**config.mk**
```make
export PLATFORM = sky130hd
export DESIGN_NAME = dumbrv_stray_bridge_flat
export DESIGN_NICKNAME = d
export VERILOG_FILES = /design/src/rtl/dumbrv_stray_pkg.sv /design/src/rtl/dumbrv_stray_bridge_if.sv /design/src/rtl/dumbrv_load_ext.sv /design/src/rtl/dumbrv_stray_bridge.sv /design/src/flat_wrapper.sv
export SDC_FILE = /design/constraint.sdc
export NUM_CORES = 1
export LEC_CHECK = 0
export ABC_CLOCK_PERIOD_IN_PS = 2490
export CAP_MARGIN = 20
export CORE_MARGIN = 5
export CORE_UTILIZATION = 43
export DETAILED_ROUTE_END_ITERATION = 8
export PLACE_DENSITY = 0.79
export RECOVER_POWER = 100
export REMOVE_ABC_BUFFERS = 1
export SYNTH_ARGS = -nofsm -noshare
export SYNTH_HDL_FRONTEND = slang
export SYNTH_SLANG_ARGS = --single-unit
export TNS_END_PERCENT = 5
```
**constraint.sdc**
```tcl
create_clock -name clk -period 2.49 [get_ports clk]
set_input_delay 0.3735 -clock clk [delete_from_list [all_inputs] [get_ports clk]]
set_output_delay 0.3735 -clock clk [all_outputs]
set_load 0.05 [all_outputs]
```
**src/rtl/dumbrv_stray_pkg.sv**
```systemverilog
// Shared types and constants for the stray peripheral bus bridge.
// Imported by the bridge, its interface users and testbenches.
package dumbrv_stray_pkg;

    typedef enum logic [1:0] {
        StIdle,
        StAccess,
        StResp
    } stray_state_e;

    localparam logic [2:0] STRAY_SIZE_B = 3'd1;
    localparam logic [2:0] STRAY_SIZE_H = 3'd2;
    localparam logic [2:0] STRAY_SIZE_W = 3'd4;

    localparam logic [15:0] STRAY_GPIO_ADDR = 16'hFFFF;

    // Request fields captured on acceptance and replayed on the stray bus.
    typedef struct packed {
        logic        wr;
        logic [15:0] addr;
        logic [2:0]  size;
        logic        uns;
        logic [31:0] data;
    } stray_req_t;

    function automatic logic stray_size_legal(input logic [2:0] size);
        return (size == STRAY_SIZE_B) || (size == STRAY_SIZE_H) || (size == STRAY_SIZE_W);
    endfunction

endpackage

```
**src/rtl/dumbrv_stray_bridge_if.sv**
```systemverilog
// Core request/response and stray bus signals of the bridge.
// slave is the bridge's view; master is the core-plus-peripherals view.
interface dumbrv_stray_bridge_if;

    logic        req_valid_i;
    logic        req_ready_o;
    logic        req_wr_i;
    logic [15:0] req_addr_i;
    logic [2:0]  req_size_i;
    logic        req_unsigned_i;
    logic [31:0] req_data_i;

    logic        resp_valid_o;
    logic [31:0] resp_data_o;
    logic        resp_err_o;

    logic        stray_en_o;
    logic        stray_wr_o;
    logic [15:0] stray_addr_o;
    logic [2:0]  stray_size_o;
    logic [31:0] stray_data_o;
    logic [31:0] stray_data_i;
    logic        stray_done_i;

    modport slave (
        input  req_valid_i, req_wr_i, req_addr_i, req_size_i, req_unsigned_i, req_data_i,
        input  stray_data_i, stray_done_i,
        output req_ready_o, resp_valid_o, resp_data_o, resp_err_o,
        output stray_en_o, stray_wr_o, stray_addr_o, stray_size_o, stray_data_o
    );

    modport master (
        output req_valid_i, req_wr_i, req_addr_i, req_size_i, req_unsigned_i, req_data_i,
        output stray_data_i, stray_done_i,
        input  req_ready_o, resp_valid_o, resp_data_o, resp_err_o,
        input  stray_en_o, stray_wr_o, stray_addr_o, stray_size_o, stray_data_o
    );

endinterface

```
**src/rtl/dumbrv_load_ext.sv**
```systemverilog
// Combinational load-data extension: byte/halfword sign or zero extension to 32 bits.
// Also used by the core's RAM load path, so it stays free of bridge state.
module dumbrv_load_ext
    import dumbrv_stray_pkg::*;
(
    input  logic [31:0] data_i,
    input  logic [2:0]  size_i,
    input  logic        unsigned_i,
    output logic [31:0] data_o
);

    logic sign_b;
    logic sign_h;

    always_comb begin
        sign_b = data_i[7] & ~unsigned_i;
        sign_h = data_i[15] & ~unsigned_i;
        data_o = data_i;
        case (size_i)
            STRAY_SIZE_B: data_o = {{24{sign_b}}, data_i[7:0]};
            STRAY_SIZE_H: data_o = {{16{sign_h}}, data_i[15:0]};
            default:      data_o = data_i;
        endcase
    end

endmodule

```
**src/rtl/dumbrv_stray_bridge.sv**
```systemverilog
// Bridge from the core load/store unit to the stray peripheral bus: one request at a time,
// held on the bus until done or timeout, answered with a single registered response beat.
module dumbrv_stray_bridge
    import dumbrv_stray_pkg::*;
#(
    parameter int unsigned TIMEOUT_CYCLES = 255,
    parameter int unsigned TIMEOUT_W      = 8
) (
    input  logic                 clk,
    input  logic                 rst_n,
    dumbrv_stray_bridge_if.slave bus
);

    localparam logic [TIMEOUT_W-1:0] CntLimit = TIMEOUT_W'(TIMEOUT_CYCLES);
    localparam logic [TIMEOUT_W-1:0] CntOne   = TIMEOUT_W'(1);

    stray_state_e         state_q, state_d;
    stray_req_t           req_q, req_d;
    logic [TIMEOUT_W-1:0] cnt_q, cnt_d;
    logic                 err_q, err_d;
    logic [31:0]          rdata_q, rdata_d;
    logic [31:0]          ext_data;

    dumbrv_load_ext u_load_ext (
        .data_i     (bus.stray_data_i),
        .size_i     (req_q.size),
        .unsigned_i (req_q.uns),
        .data_o     (ext_data)
    );

    always_ff @(posedge clk or negedge rst_n) begin
        if (!rst_n) begin
            state_q <= StIdle;
            req_q   <= '0;
            cnt_q   <= '0;
            err_q   <= 1'b0;
            rdata_q <= '0;
        end else begin
            state_q <= state_d;
            req_q   <= req_d;
            cnt_q   <= cnt_d;
            err_q   <= err_d;
            rdata_q <= rdata_d;
        end
    end

    always_comb begin
        state_d = state_q;
        req_d   = req_q;
        cnt_d   = cnt_q;
        err_d   = err_q;
        rdata_d = rdata_q;
        unique case (state_q)
            StIdle: begin
                if (bus.req_valid_i) begin
                    req_d.wr   = bus.req_wr_i;
                    req_d.addr = bus.req_addr_i;
                    req_d.size = bus.req_size_i;
                    req_d.uns  = bus.req_unsigned_i;
                    req_d.data = bus.req_data_i;
                    if (stray_size_legal(bus.req_size_i)) begin
                        state_d = StAccess;
                    end else begin
                        // Illegal size never reaches the bus; answer straight away.
                        err_d   = 1'b1;
                        state_d = StResp;
                    end
                end
            end
            StAccess: begin
                if (bus.stray_done_i) begin
                    // Done beats a simultaneous timeout; stores respond with zero data.
                    if (!req_q.wr) begin
                        rdata_d = ext_data;
                    end
                    state_d = StResp;
                end else begin
                    cnt_d = cnt_q + CntOne;
                    if (cnt_d == CntLimit) begin
                        err_d   = 1'b1;
                        state_d = StResp;
                    end
                end
            end
            StResp: begin
                cnt_d   = '0;
                err_d   = 1'b0;
                rdata_d = '0;
                state_d = StIdle;
            end
            default: state_d = StIdle;
        endcase
    end

    always_comb begin
        bus.req_ready_o  = (state_q == StIdle);
        bus.stray_en_o   = (state_q == StAccess);
        bus.stray_wr_o   = req_q.wr;
        bus.stray_addr_o = req_q.addr;
        bus.stray_size_o = req_q.size;
        bus.stray_data_o = req_q.data;
        bus.resp_valid_o = (state_q == StResp);
        bus.resp_data_o  = rdata_q;
        bus.resp_err_o   = err_q;
    end

endmodule
```
**src/flat_wrapper.sv**
```systemverilog
// flat-port wrapper written by rule: the top's interface ports become plain ports
module dumbrv_stray_bridge_flat import dumbrv_stray_pkg::*;
#(
    parameter int unsigned TIMEOUT_CYCLES = 255,
    parameter int unsigned TIMEOUT_W      = 8
)
  (clk, rst_n, bus_req_valid_i, bus_req_wr_i, bus_req_addr_i, bus_req_size_i, bus_req_unsigned_i, bus_req_data_i, bus_stray_data_i, bus_stray_done_i, bus_req_ready_o, bus_resp_valid_o, bus_resp_data_o, bus_resp_err_o, bus_stray_en_o, bus_stray_wr_o, bus_stray_addr_o, bus_stray_size_o, bus_stray_data_o);
  dumbrv_stray_bridge_if bus_i ();
  input  logic clk;
  input  logic rst_n;
  input wire logic [$bits(bus_i.req_valid_i)-1:0] bus_req_valid_i;
  input wire logic [$bits(bus_i.req_wr_i)-1:0] bus_req_wr_i;
  input wire logic [$bits(bus_i.req_addr_i)-1:0] bus_req_addr_i;
  input wire logic [$bits(bus_i.req_size_i)-1:0] bus_req_size_i;
  input wire logic [$bits(bus_i.req_unsigned_i)-1:0] bus_req_unsigned_i;
  input wire logic [$bits(bus_i.req_data_i)-1:0] bus_req_data_i;
  input wire logic [$bits(bus_i.stray_data_i)-1:0] bus_stray_data_i;
  input wire logic [$bits(bus_i.stray_done_i)-1:0] bus_stray_done_i;
  output wire logic [$bits(bus_i.req_ready_o)-1:0] bus_req_ready_o;
  output wire logic [$bits(bus_i.resp_valid_o)-1:0] bus_resp_valid_o;
  output wire logic [$bits(bus_i.resp_data_o)-1:0] bus_resp_data_o;
  output wire logic [$bits(bus_i.resp_err_o)-1:0] bus_resp_err_o;
  output wire logic [$bits(bus_i.stray_en_o)-1:0] bus_stray_en_o;
  output wire logic [$bits(bus_i.stray_wr_o)-1:0] bus_stray_wr_o;
  output wire logic [$bits(bus_i.stray_addr_o)-1:0] bus_stray_addr_o;
  output wire logic [$bits(bus_i.stray_size_o)-1:0] bus_stray_size_o;
  output wire logic [$bits(bus_i.stray_data_o)-1:0] bus_stray_data_o;
  assign bus_i.req_valid_i = bus_req_valid_i;
  assign bus_i.req_wr_i = bus_req_wr_i;
  assign bus_i.req_addr_i = bus_req_addr_i;
  assign bus_i.req_size_i = bus_req_size_i;
  assign bus_i.req_unsigned_i = bus_req_unsigned_i;
  assign bus_i.req_data_i = bus_req_data_i;
  assign bus_i.stray_data_i = bus_stray_data_i;
  assign bus_i.stray_done_i = bus_stray_done_i;
  assign bus_req_ready_o = bus_i.req_ready_o;
  assign bus_resp_valid_o = bus_i.resp_valid_o;
  assign bus_resp_data_o = bus_i.resp_data_o;
  assign bus_resp_err_o = bus_i.resp_err_o;
  assign bus_stray_en_o = bus_i.stray_en_o;
  assign bus_stray_wr_o = bus_i.stray_wr_o;
  assign bus_stray_addr_o = bus_i.stray_addr_o;
  assign bus_stray_size_o = bus_i.stray_size_o;
  assign bus_stray_data_o = bus_i.stray_data_o;
  dumbrv_stray_bridge #(.TIMEOUT_CYCLES(TIMEOUT_CYCLES), .TIMEOUT_W(TIMEOUT_W)) u_core (.clk(clk), .rst_n(rst_n), .bus(bus_i));
endmodule
```
# == Word level (Yosys, flattened, before mapping) ==
# Cells that the tools add are included.
# op_classes
addsub,1
n_eq_ne,15
mux,16
n_bitwise,3
n_reduce_logical,10
# ops
op,count
case mux 32 bit (2 select lines),2
two-way mux 32 bit,2
case mux 8 bit (2 select lines),1
"!= test 2 bit, second input constant",5
"adder 8 x 1 -> 8 bit, second input constant",1
"== test 8 bit, second input constant",1
two-way mux 2 bit,4
two-way mux 8 bit,1
"== test 3 x 1 -> 1 bit, second input constant",2
"== test 3 x 2 -> 1 bit, second input constant",2
AND reduction 2 bit,3
AND reduction 5 bit,1
two-way mux 1 bit,4
case mux 2 bit (2 select lines),1
"== test 3 bit, second input constant",1
"!= test 3 x 2 -> 1 bit, second input constant",1
case mux 1 bit (3 select lines),1
AND reduction 3 bit,1
nonzero test 3 bit,1
bitwise AND 1 bit,2
"== test 2 x 1 -> 1 bit, second input constant",1
"== test 2 bit, second input constant",1
logical NOT 2 bit,1
logical OR 1 bit,2
other kinds (3),3
# word_totals
ff_bits,96
in_bits,89
output_inout_bits,88
word_cells,54

# == Logic depth before layout (Yosys ltp) ==
# Gate-level depths: netlist of run 1.
# depth
depth_word,6
mapped_depth,8
mapped_depth_nobuf,7

# == Cells and area by module ==
# A second synthesis of run 1 with hierarchy kept.
# unflattened
hier_cells,452
area_unflattened_um2,4798.4
# modules_own_cells
mod,n_inst,cells_each,area_each_um2,seq_area_each_um2
dumbrv_stray_bridge,1,400,4419.2,2402.3
dumbrv_load_ext,1,52,379.1,0.0

# == Least setup slack after synthesis of run 1 ==
# Ideal clock, no wire load.
# synth_timing
path_type,register -> register
start,reg u_core.state_q[1]
end,"reg u_core.rdata_q[21], in the netlist u_core.bus.resp_data_o[21]"
setup_time_ns,0.124
t_arrival_ns,2.000
required_time_ns,2.366
path_slack_ns,0.367
stages_incl_launch_ff,9
path_buffers,1
synth_period_minus_slack_ns,2.123
path_cell_list,dfrtp_1 inv_1 ha_1 inv_2 o21ai_1 nand2b_4 o21bai_2 buf_2 o21ai_1
# synth_between
elab_chain_len,3
word_cells_on_any_way,7
classes_between,eq/ne: 4; mux: 1; reduce/logical: 2
# synth_lines
item,line_no,rtl
start: declaration,dumbrv_stray_bridge.sv:17,"stray_state_e state_q, state_d;"
start signal: assignment,dumbrv_stray_bridge.sv:33,state_q <= StIdle;
start signal: assignment,dumbrv_stray_bridge.sv:39,state_q <= state_d;
== test 2 x 1 -> 1 bit (*),--,
net bus_stray_en_o,flat_wrapper.sv:23,output wire logic [$bits(bus_i.stray_en_o)-1:0] bus_stray_en_o;
!= test 2 bit (no line) or nonzero test 2 bit (tied branches),--,
AND reduction 3 bit (no line),--,
end signal: assignment,dumbrv_stray_bridge.sv:43,rdata_q <= rdata_d;
end: declaration,dumbrv_stray_bridge.sv:21,"logic [31:0] rdata_q, rdata_d;"
# Mark *: on every way through the listed nets, which the timed path passes. The rest lies on a longest branch.
# A chain may end at the register's enable or synchronous reset.

# == Worst setup path after layout of run 1 ==
# layout_timing
start,reg u_core.state_q[0]
end,out bus_resp_valid_o
# layout_between
elab_chain_len,1
# layout_lines
item,line_no,rtl
== test 2 bit,dumbrv_stray_bridge.sv:102,bus.resp_valid_o = (state_q == StResp);
end: declaration,flat_wrapper.sv:20,output wire logic [$bits(bus_i.resp_valid_o)-1:0] bus_resp_valid_o;
# No other way between the ends.

==> summary.txt, run 1 <==
Route
  – DR pass1 iterations: 4
  – Remaining antenna violation count: 0
  – Via/cell ratio: 5.00
  – DR DRC count: 0
  – Wirelength, routed: approximately 11000 um
  – DRT iter0 DRCs: approximately 120
  – Vias: approximately 3400
  – Wirelength per Cell: about 16 um

Floorplanning
  – Full die area: 11800 um^2
  – I/O Pins: between 150 and 200
  – Chip width: between 100 and 150 um
  – Die height: ~110 um
  – Num rows: 36
  – Starting Density: 0.435
  – Core ar.: 9590 um^2

GRT
  – First-pass GRT wire length: ~17000 um
  – Number of global-route vias before repair: 3561
  – Largest net degree at the start of global routing: a little under 70
  – GRT Resource Usage Total: 0.187
  – Initial antenna violation count: 0
  – Total gr overflow: 0

Setup path
  – CP max FO: 6
  – Reg-to-reg slack, setup: 350 ps
  – CP max stage cell: clkdlybuf4s50_1
  – Data required, critical path: 2120 ps
  – CP peak stage delay: 860 ps
  – Worst r2r dst: u_core.bus.resp_data_o[3]
  – Worst-path cell chain: inv_1 > ha_1 > clkdlybuf4s50_1
  – CP Capture Type: primary output
  – Startpoint Class: flop
  – R2R depth: 6
  – FF-to-FF Start: u_core.state_q[1]
  – Worst EP arrival: about 2000 ps
  – Crit path kind: flop to primary output

Synthesis
  – #FFs+latches synth: between 90 and 100
  – Synth Cell Area: ~4200 um^2
  – Synth Area in Adders: 0.0180
  – Synth Area in Compound Gates: 0.106
  – Cell taking the most area after synthesis: dfrtp_1
  – Cell count after synthesis: 364
  – Xor/xnor cell area share of the yosys netlist: 0.00420
  – Proportion of synthesized area in mux cells: 0.148
  – Ys Warns: 0
  – Largest cells by area after synthesis: dfrtp_1 (58%), mux2_2 (14%), nand2_1 (5.4%)
  – Library cells used by synthesis: 40
  – Seq/Total Area, Yosys: 0.576
  – Largest family of logic cells by synthesized area: multiplexers
  – Mapped Avg Cell Area: approximately 11 um^2
  – Simple-Gate Fraction of Synth Area: 0.110
  – Area share of the largest cell type after synthesis: 0.576

Cells and area
  – Area growth, synth to finish: 49.6%
  – Ratio of cells with drive above 1 in the final layout: 0.153
  – Final nets: 633
  – # diodes: 0
  – Most common cell after layout, fill and taps aside: dfrtp_1
  – Most frequent cells in the layout: dfrtp_1 (96), clkdlybuf4s50_1 (88), dlygate4sd3_1 (86), nand2_1 (59), mux2_2 (53)
  – Fillcell total: 791

Timing
  – RSZ-0062 raised after global routing: false
  – Period utilisation layout: 0.954
  – Slew Limit Fails: 30
  – Setup ws final: 114 ps
  – Tmin final: 2380 ps
  – Final setup fails: 0
  – Fin Clk Skew: roughly 7.6 ps
  – Worst-margin pin slew: 1620 ps
  – Max Fclk: 421 MHz
  – Hold Fails Final Rpt: 0
  – Max-Slew Margin vs Limit: -0.0768

Run status
  – Status: complete, but fails checks
  – Failing checks: max-capacitance violations, max-slew violations

Place
  – Port Buffers: 176
  – Gp weighted congestion: between 0.7 and 0.8
  – DP Worst Slack: 452 ps
  – DP HPWL: around 8000 um

Hold path
  – Min-delay src: u_core.bus.resp_data_o[4]
  – Worst hold path stage count: 2
  – Hold Crit Class: flop to flop
  – Hold path endpoint: u_core.bus.resp_data_o[4]

Clocking
  – H-Tree Depth: 3
  – Post-CTS setup buffer count: 0
  – Clock buffer count from CTS: 9
  – CTS Buffer Depth: 2
  – Root Buffer: clkbuf_8
  – Reg clk slew, reported paths: roughly 90 ps
  – CTS tree: yes
  – Clock latency at the later pin of the worst-skew pair: roughly 360 ps
  – Clk sinks: 96

Job
  – Max-Cap Viols: 1

Pwr
  – Max VDD drop: slightly above 0.8 mV
  – Total power: 9.11 mW
  – Static leakage: between 2 and 3 nW
  – Pwr/cell area: 1460 nW/um^2
==> synth_stat cells, drive strengths merged <==
master / count
nor3b: 1
a31oi: 1
dfrtp: 96
a21bo: 1
clkbuf: 10
o31ai: 1
nand2: 60
nand3: 3
ha: 6
or3b: 1
o211ai: 1
nand4b: 1
or2b: 1
nor2: 22
nand2b: 3
o21ai: 43
and3: 2
nand3b: 1
inv: 10
a221o: 1
mux2i: 1
a32o: 8
mux2: 54
buf: 10
nand4: 6
nor2b: 2
o21bai: 1
a2bb2oi: 1
xnor2: 2
o221ai: 1
a21oi: 13
==> how the worst max path moves through the flow <==
stage / slack [ps] / cells after the start / to / start
global placement: 470 / 6 / u_core.bus.resp_err_o / bus_req_size_i[1]
CTS: 60 / 3 / bus_req_ready_o / u_core.state_q[1]
finish: 110 / 3 / bus_resp_valid_o / u_core.state_q[0]
global route: 40 / 3 / bus_resp_valid_o / u_core.state_q[0]
detailed placement: 450 / 6 / u_core.bus.resp_err_o / bus_req_size_i[1]
floorplan: -1080 / 7 / u_core.bus.resp_data_o[16] / u_core.state_q[1]
==> worst max-delay path: cells and delay by family (launching register included) <==
family	cells	cell delay, ps
buffers and inverters	2	960
flip-flops	1	420
adder cells (fa/ha/maj)	1	270
==> where the power goes <==
part	leakage (nW)	switching [mW]	total (mW)	internal (mW)
Clock	0.108	0.539	1.13	0.588
Combinational	1.38	3.65	5.37	1.71
Sequential	1.18	0.359	2.61	2.25
==> stage by stage <==
step	utilization	instances	TNS (ps)	area (um^2)	hold slack, ps
finish	0.650	675	0	6240	486
global route	0.650	675	0	6240	520
CTS	0.654	674	0	6270	482
detailed placement	0.630	658	0	6040	328
global placement	0.630	658	0	6040	325
floorplan	-	344	-43230	4050	77.9
==> state kept, by name, summed over array words and instances, names as in the netlist <==
register	count
u_core.req_q	1
u_core.state_q	2
u_core.bus.resp_data_o	32
u_core.bus.stray_addr_o	16
u_core.bus.stray_size_o	3
u_core.bus.stray_data_o	32
u_core.bus.stray_wr_o	1
u_core.bus.resp_err_o	1
u_core.cnt_q	8
==> cell families (layout without fill, tap and decap cells) <==
| group | count (synthesis) | count (layout) |
|---|---|---|
| buffers and inverters | 30 | 208 |
| and+or+nand+nor | 103 | 103 |
| DFF | 96 | 96 |
| xor gates and xnor gates | 2 | 2 |
| muxes | 55 | 55 |
| AOI/OAI and AO/OA | 72 | 72 |
| adders and majority gates | 6 | 6 |
==> routing by layer <==
layer,part of all wire,GRT usage,vias to the layer above
met5,0,0,-
met4,0.016,0.0676,0
met3,0.080,0.0687,14
met2,0.52,0.321,99
met1,0.38,0.214,1652
li1,-,-,1607
==> cell type report <==
type	count	area [um^2]	share of cell area
Sequential cell	96	2400	0.385
Inverter	10	37.5	0.00602
Timing Repair Buffer	183	1810	0.290
Clock inverter	5	81.3	0.0130
Multi-Input combinational cell	238	1610	0.257
Tap cell	133	166	0.0267
Clock buffer	10	138	0.0221
==> repair_timing <==
action	4_1_cts	5_1_grt
hold buffers	1	0
endpoints found under the hold margin	29	0
resized for setup	0	1
endpoints found under the setup margin	0	1
Power figures use the tool's default switching activity.
==> run 2, diff against run 1 <==
--- a/config.mk
+++ b/config.mk
@@ -10,6 +10,7 @@
 export CORE_MARGIN = 5
 export CORE_UTILIZATION = 43
 export DETAILED_ROUTE_END_ITERATION = 8
+export GPL_TIMING_DRIVEN = 1
 export PLACE_DENSITY = 0.79
 export RECOVER_POWER = 100
 export REMOVE_ABC_BUFFERS = 1
==> results of run 2 <==
Final layout, timing and power as in run 1 (identical DEF).
==> run 3, diff against run 2 <==
--- a/config.mk
+++ b/config.mk
@@ -8,11 +8,11 @@
 export ABC_CLOCK_PERIOD_IN_PS = 2490
 export CAP_MARGIN = 20
 export CORE_MARGIN = 5
-export CORE_UTILIZATION = 43
+export CORE_UTILIZATION = 35
 export DETAILED_ROUTE_END_ITERATION = 8
 export GPL_TIMING_DRIVEN = 1
-export PLACE_DENSITY = 0.79
-export RECOVER_POWER = 100
+export PLACE_DENSITY = 0.66
+export RECOVER_POWER = 25
 export REMOVE_ABC_BUFFERS = 1
 export SYNTH_ARGS = -nofsm -noshare
 export SYNTH_HDL_FRONTEND = slang
==> run 3 against run 2 <==
Against the previous run:
- clock skew decreased by 1.6 ps
- setup slack improved by 21 ps
- die area grew 21%
- via count decreased by 0.47%
- critical endpoint unchanged
- largest power group unchanged
- critical path depth unchanged
- clock-buffer cell count rose by 2
- the flow now finishes without violations
- total power up 7.6%
- sequential share of layout area shrank 0.74 points
==> summary.txt, run 3 (synthesis gave the netlist of run 1 again) <==
Run status
  – Status: completed

Place
  – Gp weighted congestion: 0.860 (+9.2%)
  – DP Worst Slack: 407 ps (-44.3 ps)
  – Port Buffers: 176 (unchanged)
  – DP HPWL: 8370 um (+4.5%)

Cells and area
  – Sequential cell area: 2400 um^2 (unchanged)
  – Fillcell total: 1017 (+29%)
  – Area growth, synth to finish: 52.6%
  – Most common cell after layout, fill and taps aside: clkdlybuf4s50_1
  – Combined area of the multi-input logic cells: 1620 um^2 (+1.2%)
  – Ratio of cells with drive above 1 in the final layout: 0.162 (+0.00923)
  – # diodes: 0 (unchanged)
  – Final nets: 632 (-0.16%)
  – Most frequent cells in the layout: clkdlybuf4s50_1 (174), dfrtp_1 (96), nand2_1 (59), mux2_2 (53), o21ai_1 (27)

Job
  – Max-Cap Viols: 0 (-1)

Timing
  – Setup ws final: 135 ps (+20.6 ps)
  – Period utilisation layout: 0.946 (-0.00829)
  – Fin Clk Skew: 6.06 ps (-1.56 ps)
  – Worst-margin pin slew: 1010 ps (-608 ps)
  – Max Fclk: 425 MHz (+0.88%)
  – Final setup fails: 0 (unchanged)
  – Max-Slew Margin vs Limit: 0.329 (+0.405)
  – Hold Fails Final Rpt: 0 (unchanged)
  – RSZ-0062 raised after global routing: false
  – Slew Limit Fails: 0 (-100%)
  – Tmin final: 2360 ps (-20.6 ps)

Route
  – Vias: 3356 (-0.47%)
  – DR DRC count: 0 (unchanged)
  – Remaining antenna violation count: 0 (unchanged)
  – Wirelength, routed: 11400 um (+7.6%)
  – DR pass1 iterations: 4 (unchanged)
  – Wirelength per Cell: 16.6 um (+6.0%)
  – Via/cell ratio: 4.90 (-1.9%)
  – DRT iter0 DRCs: 145 (+24%)

Floorplanning
  – Chip width: 119 um (+9.8%)
  – Num rows: 39 (+8.3%)
  – Core ar.: 11600 um^2 (+21%)
  – I/O Pins: 177 (unchanged)
  – Full die area: 14200 um^2 (+21%)
  – Die height: 119 um (+9.8%)
  – Starting Density: 0.361 (-0.0741)

Clocking
  – Post-CTS setup buffer count: 0 (unchanged)
  – CTS tree: yes
  – Root Buffer: clkbuf_16
  – Post-CTS resize count: 0 (unchanged)
  – Clk sinks: 96 (unchanged)
  – Clock latency at the later pin of the worst-skew pair: 340 ps (-20 ps)
  – Clock buffer count from CTS: 9 (unchanged)
  – Hold Buf Count CTS: 0 (-1)
  – CTS Buffer Depth: 2 (unchanged)
  – H-Tree Depth: 3 (unchanged)
  – Reg clk slew, reported paths: 70 ps (-20 ps)

Setup path
  – CP max FO: 6 (unchanged)
  – Data required, critical path: 2120 ps (about the same)
  – Startpoint Class: flop
  – CP Capture Type: primary output
  – Crit path kind: flop to primary output
  – Worst EP arrival: 1980 ps (-20 ps)

Pwr
  – Total power: 9.80 mW (+7.6%)
  – Pwr/cell area: 1540 nW/um^2 (+5.5%)
  – Static leakage: 2.65 nW (-0.87%)
  – Max VDD drop: 0.929 mV (+14%)

GRT
  – Total gr overflow: 0 (unchanged)
  – Number of global-route vias before repair: 3509 (-1.5%)
  – GRT Resource Usage Total: 0.158 (-0.0289)
  – Initial antenna violation count: 0 (unchanged)
  – First-pass GRT wire length: 18100 um (+5.2%)
  – Largest net degree at the start of global routing: 58 (-15%)

Hold path
  – Hold Crit Class: input pin to async pin
[run 3: worst paths after layout]
path                                           start                         end  slack [ps]  depth (start not counted)
setup reg to reg                     u_core.cnt_q[1]       u_core.bus.resp_err_o         360                          6
min in group clk           u_core.bus.resp_data_o[7]   u_core.bus.resp_data_o[7]         480                          2
max in group asynchronous                      rst_n  u_core.bus.stray_size_o[1]         840                          2
setup / recovery                   u_core.state_q[0]            bus_resp_valid_o         130                          3
hold / removal                                 rst_n  u_core.bus.resp_data_o[13]         200                          1
hold reg to reg            u_core.bus.resp_data_o[7]   u_core.bus.resp_data_o[7]         480                          2
[run 3: layout make-up]
cell class | instances | share of cell area
clock buffers | 12 | 0.0403
clock inverters | 4 | 0.00806
inverters | 10 | 0.00590
multi-input cells | 238 | 0.255
flip-flops and latches | 96 | 0.378
well taps | 143 | 0.0281
repair buffers | 182 | 0.285
[run 3: metal layers]
layer  GRT usage  routed length, um  vias up  part of all wire
met4      0.0449                157        0             0.014
met3      0.0711               1120       12             0.099
met2       0.260               5690      127              0.50
met5           0                  0        -                 0
li1            -                  -     1598                 -
met1       0.189               4400     1619              0.39
[run 3: where the power goes]
| part | internal (mW) | switching (mW) | leakage (nW) | total, mW |
|---|---|---|---|---|
| clock | 0.836 | 0.581 | 0.149 | 1.42 |
| combinational | 2.02 | 3.72 | 1.32 | 5.74 |
| sequential | 2.26 | 0.387 | 1.18 | 2.65 |
[run 3: metrics by stage]
stage | setup TNS (ps) | util | instances | cell area [um^2] | hold slack (ps)
CTS | 0 | 0.551 | 684 | 6370 | 24.7
detailed placement | 0 | 0.524 | 668 | 6060 | 388
global route | 0 | 0.550 | 685 | 6360 | 296
global placement | 0 | 0.524 | 668 | 6060 | 382
finish | 0 | 0.550 | 685 | 6360 | 197
floorplan | -43230 | - | 344 | 4050 | 77.9
[run 3: critical path: stages, from the launching register on]
cell and delay [ps]:
dfrtp_1 410, inv_1 100, ha_1 280, clkdlybuf4s50_1 850
